==> config.mk <==
export PLATFORM = sky130hd
export DESIGN_NAME = fixed_latency_multiplier
export DESIGN_NICKNAME = d
export VERILOG_FILES = /design/src/rtl/multi_pkg.sv /design/src/rtl/fixed_latency_multiplier_booth_step.sv /design/src/rtl/fixed_latency_multiplier.sv
export SDC_FILE = /design/constraint.sdc
export NUM_CORES = 1
export LEC_CHECK = 0
export ABC_AREA = 1
export ABC_CLOCK_PERIOD_IN_PS = 3840
export CAP_MARGIN = 20
export CORE_UTILIZATION = 55
export CTS_BUF_LIST = sky130_fd_sc_hd__clkbuf_16
export CTS_CLUSTER_SIZE = 16
export DETAILED_ROUTE_END_ITERATION = 6
export PLACE_DENSITY = 0.9
export SYNTH_ARGS = -nofsm -noshare
export SYNTH_HDL_FRONTEND = slang
export SYNTH_SLANG_ARGS = --single-unit
==> constraint.sdc <==
create_clock -name clock -period 3.84 [get_ports clock]
set_clock_uncertainty 0.05 [all_clocks]
set_input_delay 1.152 -clock clock [delete_from_list [all_inputs] [get_ports clock]]
set_output_delay 1.152 -clock clock [all_outputs]
set_load 0.02 [all_outputs]
==> src/rtl/multi_pkg.sv <==
// Shared types and constants for the fixed-latency Booth multiplier.
// Build option MULTI_RADIX4_EN selects radix-4 recoding (2 bits per step) instead of radix-2.
package multi_pkg;

  localparam int WIDTH_DEF = 32;

  typedef enum logic [1:0] {
    IDLE,
    BUSY,
    DONE
  } state_t;

`ifdef MULTI_RADIX4_EN
  localparam int BITS_PER_STEP = 2;
  localparam int GUARD_BITS    = 2;
`else
  localparam int BITS_PER_STEP = 1;
  localparam int GUARD_BITS    = 1;
`endif

  // Cycles from accepted start to valid: one per Booth step plus the DONE cycle.
  function automatic int multi_latency(input int width);
    return width / BITS_PER_STEP + 1;
  endfunction

endpackage

==> src/rtl/fixed_latency_multiplier_booth_step.sv <==
// One combinational Booth iteration on {acc, q, q_1}: recode, add/sub, arithmetic shift.
// MULTI_RADIX4_EN selects modified (radix-4) recoding with digits {0, +-m, +-2m}.
module booth_step
  import multi_pkg::*;
#(
  parameter int WIDTH = WIDTH_DEF,
  parameter int ACC_W = WIDTH + GUARD_BITS
) (
  input  logic signed [ACC_W-1:0] i_acc,
  input  logic        [WIDTH-1:0] i_q,
  input  logic                    i_q_1,
  input  logic signed [WIDTH-1:0] i_m,
  output logic signed [ACC_W-1:0] o_acc,
  output logic        [WIDTH-1:0] o_q,
  output logic                    o_q_1
);

  localparam int G = ACC_W - WIDTH;

  logic signed [ACC_W-1:0]       w_m_ext;
  logic signed [ACC_W-1:0]       w_sum;
  logic signed [ACC_W+WIDTH:0]   w_cat;
  logic signed [ACC_W+WIDTH:0]   w_shift;

  assign w_m_ext = {{G{i_m[WIDTH-1]}}, i_m};

`ifdef MULTI_RADIX4_EN
  always_comb begin
    w_sum = i_acc;
    unique case ({i_q[1], i_q[0], i_q_1})
      3'b001, 3'b010: w_sum = i_acc + w_m_ext;
      3'b011:         w_sum = i_acc + (w_m_ext <<< 1);
      3'b100:         w_sum = i_acc - (w_m_ext <<< 1);
      3'b101, 3'b110: w_sum = i_acc - w_m_ext;
      default:        w_sum = i_acc;
    endcase
  end
`else
  always_comb begin
    w_sum = i_acc;
    unique case ({i_q[0], i_q_1})
      2'b01:   w_sum = i_acc + w_m_ext;
      2'b10:   w_sum = i_acc - w_m_ext;
      default: w_sum = i_acc;
    endcase
  end
`endif

  assign w_cat   = {w_sum, i_q, i_q_1};
  assign w_shift = w_cat >>> BITS_PER_STEP;

  assign o_acc = w_shift[ACC_W+WIDTH:WIDTH+1];
  assign o_q   = w_shift[WIDTH:1];
  assign o_q_1 = w_shift[0];

endmodule

==> src/rtl/fixed_latency_multiplier.sv <==
// Signed WIDTH x WIDTH multiplier with data-independent latency (iterative Booth).
// Define MULTI_RADIX4_EN for radix-4 steps (latency WIDTH/2+1) instead of radix-2 (WIDTH+1).
module fixed_latency_multiplier
  import multi_pkg::*;
#(
  parameter int WIDTH = WIDTH_DEF
) (
  input  logic                      clock,
  input  logic                      reset,
  input  logic signed [WIDTH-1:0]   mlier,
  input  logic signed [WIDTH-1:0]   mcand,
  input  logic                      start,
  output logic signed [2*WIDTH-1:0] prodt,
  output logic                      valid
);

  localparam int LATENCY = multi_latency(WIDTH);
  localparam int STEPS   = LATENCY - 1;
  localparam int ACC_W   = WIDTH + GUARD_BITS;
  localparam int CNT_W   = $clog2(STEPS + 1);

  state_t                   r_state;
  state_t                   w_state_nx;
  logic                     r_start_q;
  logic signed [ACC_W-1:0]  r_acc;
  logic        [WIDTH-1:0]  r_q;
  logic                     r_q_1;
  logic signed [WIDTH-1:0]  r_m;
  logic        [CNT_W-1:0]  r_cnt;

  logic signed [ACC_W-1:0]  w_acc_nx;
  logic        [WIDTH-1:0]  w_q_nx;
  logic                     w_q_1_nx;
  logic                     w_accept;
  logic                     w_last;

  assign w_accept = start && !r_start_q && (r_state == IDLE);
  assign w_last   = (r_cnt == CNT_W'(STEPS - 1));

  booth_step #(
    .WIDTH (WIDTH),
    .ACC_W (ACC_W)
  ) u_booth_step (
    .i_acc (r_acc),
    .i_q   (r_q),
    .i_q_1 (r_q_1),
    .i_m   (r_m),
    .o_acc (w_acc_nx),
    .o_q   (w_q_nx),
    .o_q_1 (w_q_1_nx)
  );

  always_comb begin
    w_state_nx = r_state;
    unique case (r_state)
      IDLE:    if (w_accept) w_state_nx = BUSY;
      BUSY:    if (w_last)   w_state_nx = DONE;
      DONE:    w_state_nx = IDLE;
      default: w_state_nx = IDLE;
    endcase
  end

  always_ff @(posedge clock) begin
    if (!reset) r_state <= IDLE;
    else        r_state <= w_state_nx;
  end

  // prodt is only cleared on a new accept, so a finished result stays visible while idle.
  always_ff @(posedge clock) begin
    if (!reset) begin
      r_start_q <= 1'b0;
      r_acc     <= '0;
      r_q       <= '0;
      r_q_1     <= 1'b0;
      r_m       <= '0;
      r_cnt     <= '0;
      prodt     <= '0;
      valid     <= 1'b0;
    end else begin
      r_start_q <= start;
      valid     <= 1'b0;
      unique case (r_state)
        IDLE: begin
          if (w_accept) begin
            r_acc <= '0;
            r_q   <= mlier;
            r_q_1 <= 1'b0;
            r_m   <= mcand;
            r_cnt <= '0;
            prodt <= '0;
          end
        end
        BUSY: begin
          r_acc <= w_acc_nx;
          r_q   <= w_q_nx;
          r_q_1 <= w_q_1_nx;
          r_cnt <= r_cnt + CNT_W'(1);
        end
        DONE: begin
          prodt <= {r_acc[WIDTH-1:0], r_q};
          valid <= 1'b1;
        end
        default: ;
      endcase
    end
  end

endmodule

## Yosys cells after proc, flatten, opt, wreduce, memory -nomap -nowiden

Index checks and enable logic that the tools add are counted.

- Logic and storage cells: 44
- ROM bits: 0
- Memories kept: 0
- Bits of input ports: 67
- Bits in latches: 0
- Register bits after elaboration: 172
- Memory bits (writable): 0

- Reductions and logical operators: 10
- Shifts and indexed selects: 0
- Divide/modulo/power cells: 0
- $lt $le $gt $ge: 0
- Equality and inequality tests: 7
- Muxes and demuxes: 15
- Bitwise operators: 0
- Add/sub/neg operators: 3
- $mul: 0

Operator list:

| cell | count |
|---|---|
| $pmux W33 S2 | 2 |
| $pmux W64 S2 | 1 |
| $mux W64 | 1 |
| $pmux W32 S2 | 1 |
| $add A33 B32 Y33 | 1 |
| $mux W33 | 1 |
| $sub A33 B32 Y33 | 1 |
| $mux W32 | 1 |
| $pmux W6 S2 | 1 |
| $reduce_and A2 Y1 | 4 |
| $add A6 B1 Y6 const B | 1 |
| $eq A6 B5 Y1 const B | 1 |
| $mux W6 | 1 |
| $eq A2 B1 Y1 const B | 2 |
| $eq A2 B2 Y1 const B | 2 |
| $mux W2 | 2 |
| $ne A2 B2 Y1 const B | 2 |
| $pmux W2 S2 | 1 |
| $reduce_bool A2 Y1 | 2 |
| $logic_and A1 B1 Y1 | 2 |
| $logic_not A2 Y1 | 1 |
| $mux W1 | 2 |
| $pmux W1 S2 | 1 |
| $logic_not A1 Y1 | 1 |

## Longest topological paths before layout

- Word-level depth: 5
- Depth in mapped cells: 26
- Mapped depth without buffers: 26

## Hierarchy

A second synthesis with hierarchy kept.

- Cell total of the unflattened synthesis: 1,641
- Area, all modules: 10,299.9 µm²

Modules (own cells, without submodules):

| module | instances | cells an instance | area an instance (µm²) |
|---|---|---|---|
| fixed_latency_multiplier | 1 | 891 | 6,495.0 |
| booth_step | 1 | 750 | 3,804.9 |

## Worst setup path after synthesis

Ideal clock, no wire load.

- Path kind: register to register
- Start point: register r_q_1
- End point: register r_acc[31]
- Setup slack: 1.073 ns
- Arrival time: 2.608 ns
- Data required time: 3.681 ns
- Path buffers: 2
- Cell stages (with the launch flop): 23
- Cell sequence: dfxtp_1 inv_1 ha_1 clkbuf_1 inv_1 buf_1 nand2_1 xnor2_1 inv_1 ha_1 nand2_1 nor2_1 inv_2 nor3_1 nand2_1 nand2_1 nand2_1 nand2_1 inv_1 nand2_1 nand3_1 nand2_1 inv_1

- Word-level cells in the longest chain between the ends: 3

Ends and longest elaborated chain:

| element | RTL line | source |
|---|---|---|
| from (decl) | fixed_latency_multiplier.sv:27 | `logic r_q_1;` |
| from (signal assigned) | fixed_latency_multiplier.sv:96 | `r_q_1 <= w_q_1_nx;` |
| $eq A2 B2 Y1 / $eq A2 B1 Y1 (equally long branches) | fixed_latency_multiplier_booth_step.sv:41 | `unique case ({i_q[0], i_q_1})` |
| $pmux W33 S2 (*) | fixed_latency_multiplier_booth_step.sv:41 |  |
| $pmux W33 S2 (*) | fixed_latency_multiplier.sv:82 | `unique case (r_state)` |
| to (signal assigned) | fixed_latency_multiplier.sv:94 | `r_acc <= w_acc_nx;` |
| to (decl) | fixed_latency_multiplier.sv:25 | `logic signed [ACC_W-1:0] r_acc;` |

Mark *: on every way between the ends. The rest lies on a longest branch, timed or not.
A chain may end at the register's enable or synchronous reset.

## Worst setup path in the final report

- Start point: register r_m[0]
- End point: register r_acc[12]

- Word-level cells in the longest chain between the ends: 3

Ends and longest elaborated chain:

| element | RTL line | source |
|---|---|---|
| from (decl) | fixed_latency_multiplier.sv:28 | `logic signed [WIDTH-1:0] r_m;` |
| from (signal assigned) | fixed_latency_multiplier.sv:88 | `r_m <= mcand;` |
| $sub A33 B32 Y33 / $add A33 B32 Y33 (equally long branches) | fixed_latency_multiplier_booth_step.sv:43, fixed_latency_multiplier_booth_step.sv:42 |  |
| $pmux W33 S2 (*) | fixed_latency_multiplier_booth_step.sv:41 |  |
| $pmux W33 S2 (*) | fixed_latency_multiplier.sv:82 |  |

Marks and branches as above.

==> flow_summary_export.csv <==
group,metric,value,unit
synth,synthSimpleGateAreaFrac,23.91,%
run_status,status,"completed",
job,cap_violations,0,
setup_path,reg2reg_depth,17,
detailed_routing,drc_errors,0,
detailed_routing,dr_wl_met2,12420,µm
finish,syn_to_final_growth,21.97,%
worst_hold_path,holdPathEnd,"r_q_1$_SDFFE_PN0P_",
global_route,grt_pass1_wl,43180,µm
place,place_congestion,0.9922,
synth,netlist_area,9316,µm²
cts,hold_buffers,0,
setup_path,path_common_cell,"nand2_1",
synth,synth_nets,1456,
global_route,grt_max_degree,144,
finish,diodes,0,
synth,synth_seq_cells,171,
die,die_x,132.2,µm
pwr,power,4869,µW
synth,ys_warn_count,0,
detailed_routing,met3_length,1679,µm
worst_hold_path,worstHoldPathType,"reg2reg",
sta,worst_slew_pin_slew,0.7207,ns
finish,n_fill_cell,1374,
synth,yosys.area_share.xor_xnor,2.914,%
synth,synth_fa_ha_area_share,4.915,%
synth,seq_area_frac_synth,36.74,%
detailed_routing,firstDrtPassIters,5,
synth,synthFlopType,"dfxtp_1",
die,core-area,16580,µm²
detailed_routing,drtAntennaViolNets,0,
sta,finalHoldViolations,0,
setup_path,critPathMaxStageDelay,0.34,ns
global_route,grt_pass1_vias,8726,
die,initial_utilization,56.18,%
setup_path,worstSetupPathType,"reg2reg",
detailed_routing,drt_iter0_markers,715,
cts,cts_resized,0,
setup_path,rr_startpoint,"r_m[0]$_SDFFE_PN0P_",
sta,fin_setup_tns,0,ns
cts,root_buffer,"clkbuf_16",
worst_hold_path,min_path_cells,2,
cts,cts_buffer_depth,2,
detailed_routing,via_count,9520,
die,io_pins,132,
die,placementRows,47,
synth,synth_cells,1353,
cts,cts_sinks,171,
finish,layout-drive-gt1-share,6.458,%
sta,rsz0062_at_grt,"no",
finish,fin_nets,1561,
setup_path,cp_max_fo,5,
setup_path,r2r_setup_slack,0.38,ns
synth,synth.area.mux_share,0,%
global_route,grtUsageTotal,30.89,%
synth,avgSynthCellArea,6.886,µm²
synth,async_reset_ff_share,0,%
worst_hold_path,min_from,"r_q_1$_SDFFE_PN0P_",
global_route,grt_overflow,0,
detailed_routing,top_layer,"met4",
sta,maxSlewHeadroom,51.88,%
setup_path,required,4.11,ns
global_route,antenna_found_initial,0,
detailed_routing,wl_per_cell,15.87,µm
pwr,power_density,428.5,nW/µm²
detailed_routing,wl_met1,11750,µm
detailed_routing,routed_wl,26830,µm
sta,period_needed,3.459,ns
place,portBuffers,131,
die,fp.dieArea,17460,µm²
setup_path,critPathSlowestCell,"ha_1",
cts,cts_made_buffers,17,
cts,postCtsSetupBuffers,0,
setup_path,endpoint_kind,"flop",
sta,period_share,90.08,%
synth,synth_edf_count,0,
cts,htreeDepth,4,
pwr,vdd_drop_max,0.0003345,V
cts,insertion_delay,0.44,ns
finish,final_util,68.52,%
sta,fmax,289.1,MHz
synth,synth_cell_type_count,46,
detailed_routing,viasPerCell,5.630,
sta,setup_viol,0,
synth,synth_top_family_by_area,"simple AND/OR/NAND/NOR gates",
sta,slew_violations,0,
setup_path,worstPathArrival,3.73,ns
setup_path,critical_path.cell_chain,"inv_1 > ha_1 > nand2_1 > nor2_1 > nand2_1 > inv_2 > nand2_1 > nand2_1 > xor2_1 > ha_1 > a21oi_1 > o21ai_0 > a21oi_1 > nand2_1 > or2_2 > a31oi_1 > nor2_1",
setup_path,reg2reg_to,"r_acc[12]$_SDFFE_PN0P_",
pwr,p_leak,0.004837,µW
synth,synth_compound_area_share,20.59,%
setup_path,worstSetupStartpointType,"flop",
die,die-height,132.2,µm
cts,clkTransAtPathRegs,0.07,ns
cts,cts_tree,"done",
place,place.detailed.hpwl,19260,µm
[cells by family after synthesis]
logic type      count (synthesis)
simple gates                  522
compound gates                338
buf+inv                       255
flops                         171
fa+ha+maj                      36
xor+xnor                       31
[how the worst max path moves through the flow]
| stage | from | slack, ns | end |
|---|---|---|---|
| 5_1_grt | r_m[0]$_SDFFE_PN0P_ | 0.07 | r_acc[31]$_SDFFE_PN0P_ |
| 3_3_place_gp | start | 0.60 | r_q[29]$_SDFFE_PN0P_ |
| 2_1_floorplan | r_q_1$_SDFFE_PN0P_ | 1.07 | r_acc[31]$_SDFFE_PN0P_ |
| 3_5_place_dp | r_m[0]$_SDFFE_PN0P_ | 0.52 | r_acc[12]$_SDFFE_PN0P_ |
| 6_report | r_m[0]$_SDFFE_PN0P_ | 0.38 | r_acc[12]$_SDFFE_PN0P_ |
| 4_1_cts | r_m[0]$_SDFFE_PN0P_ | 0.49 | r_acc[12]$_SDFFE_PN0P_ |
[per-layer routing]
metal,vias up,track usage [%]
met5,-,0
met4,0,14.53
met3,66,4.575
met2,394,50.50
met1,4368,40.14
li1,4692,-
[registers in the layout, summed over array words and instances (netlist names)]
name / count
r_q: 32
r_m: 32
r_start_q: 1
prodt: 64
r_cnt: 6
r_q_1: 1
r_acc: 32
valid: 1
r_state: 2
[cells in the mapped netlist, drive strengths merged, types with 2 or more instances]
| cell type | n | area, µm² |
|---|---|---|
| a21oi | 118 | 594.3 |
| a31oi | 11 | 68.82 |
| a32o | 2 | 20.02 |
| buf | 27 | 161.4 |
| clkbuf | 32 | 120.1 |
| dfxtp | 171 | 3423 |
| ha | 35 | 437.9 |
| inv | 195 | 732.0 |
| nand2 | 250 | 940.9 |
| nand3 | 104 | 520.5 |
| nand3b | 11 | 82.58 |
| nand4 | 2 | 12.51 |
| nor2 | 138 | 561.8 |
| nor3 | 4 | 20.02 |
| nor3b | 2 | 15.01 |
| nor4 | 5 | 31.28 |
| o211ai | 2 | 15.01 |
| o21a | 2 | 15.01 |
| o21ai | 149 | 764.5 |
| o21bai | 4 | 30.03 |
| o221ai | 31 | 271.5 |
| o22ai | 12 | 75.07 |
| o31ai | 2 | 20.02 |
| or2 | 5 | 31.28 |
| xnor2 | 7 | 61.31 |
| xor2 | 24 | 210.2 |
[report_power, final]
part / total (µW) / switching, µW / leakage, µW / internal [µW]
Combinational: 1160 / 749 / 0.00314 / 412
Sequential: 1940 / 77.2 / 0.00139 / 1860
Clock: 1770 / 877 / 0.000299 / 891
Total: 4870 / 1700 / 0.00484 / 3170
[layout make-up]
class / instances / area [µm²] / area share, %
sequential: 171 / 3423 / 30.13
timing repair buffer: 145 / 1439 / 12.66
tap: 220 / 275.3 / 2.422
multi-input combinational: 927 / 4875 / 42.90
clock buffer: 17 / 425.4 / 3.744
inverter: 196 / 737.0 / 6.485
clock inverter: 15 / 188.9 / 1.663
[metrics by stage]
step | setup slack [ns] | hold slack (ns) | instances | cell area (µm²)
floorplan | 1.073 | 0.3871 | 1353 | 9316
global placement | 0.6004 | 0.3987 | 1659 | 10750
detailed placement | 0.5178 | 0.4088 | 1659 | 10750
CTS | 0.4908 | 0.4190 | 1691 | 11360
global route | 0.07032 | 0.4397 | 1691 | 11360
finish | 0.3808 | 0.4200 | 1691 | 11360
[cells in the final DEF, fill, tap and decap left out, types with 2 or more instances in the layout]
cell type and n:
inv_2 27, o21ai_1 95, buf_4 13, ha_1 35, inv_8 5, inv_1 168
o21ai_2 5, clkdlybuf4s50_1 130, or2_2 5, dfxtp_1 171, o221ai_1 31, nor2_1 132
o22ai_1 12, o211ai_1 2, a21oi_1 117, inv_6 2, nand3b_1 11, clkinv_4 2
clkinv_8 5, nor2_4 3, o21bai_1 4, o21a_1 2, xor2_1 24, nand3_1 104
buf_12 2, nor2_2 2, a31oi_1 11, a32o_1 2, nand4_1 2, nor3b_1 2
nor3_1 4, nand2_1 249, nor4_1 5, o21ai_0 49, clkbuf_16 17, xnor2_1 7
[worst max-delay path: cells and delay by family (launching register included)]
kind                     cells  cell delay (ns)
XOR/XNOR                     1             0.28
adder cells (fa/ha/maj)      2             0.53
AND/OR/NAND/NOR              8             1.20
AO/OA/AOI/OAI                4             0.78
flip-flops                   1             0.31
buffers and inverters        2             0.19
No activity file was read; power rests on OpenSTA's default activity.
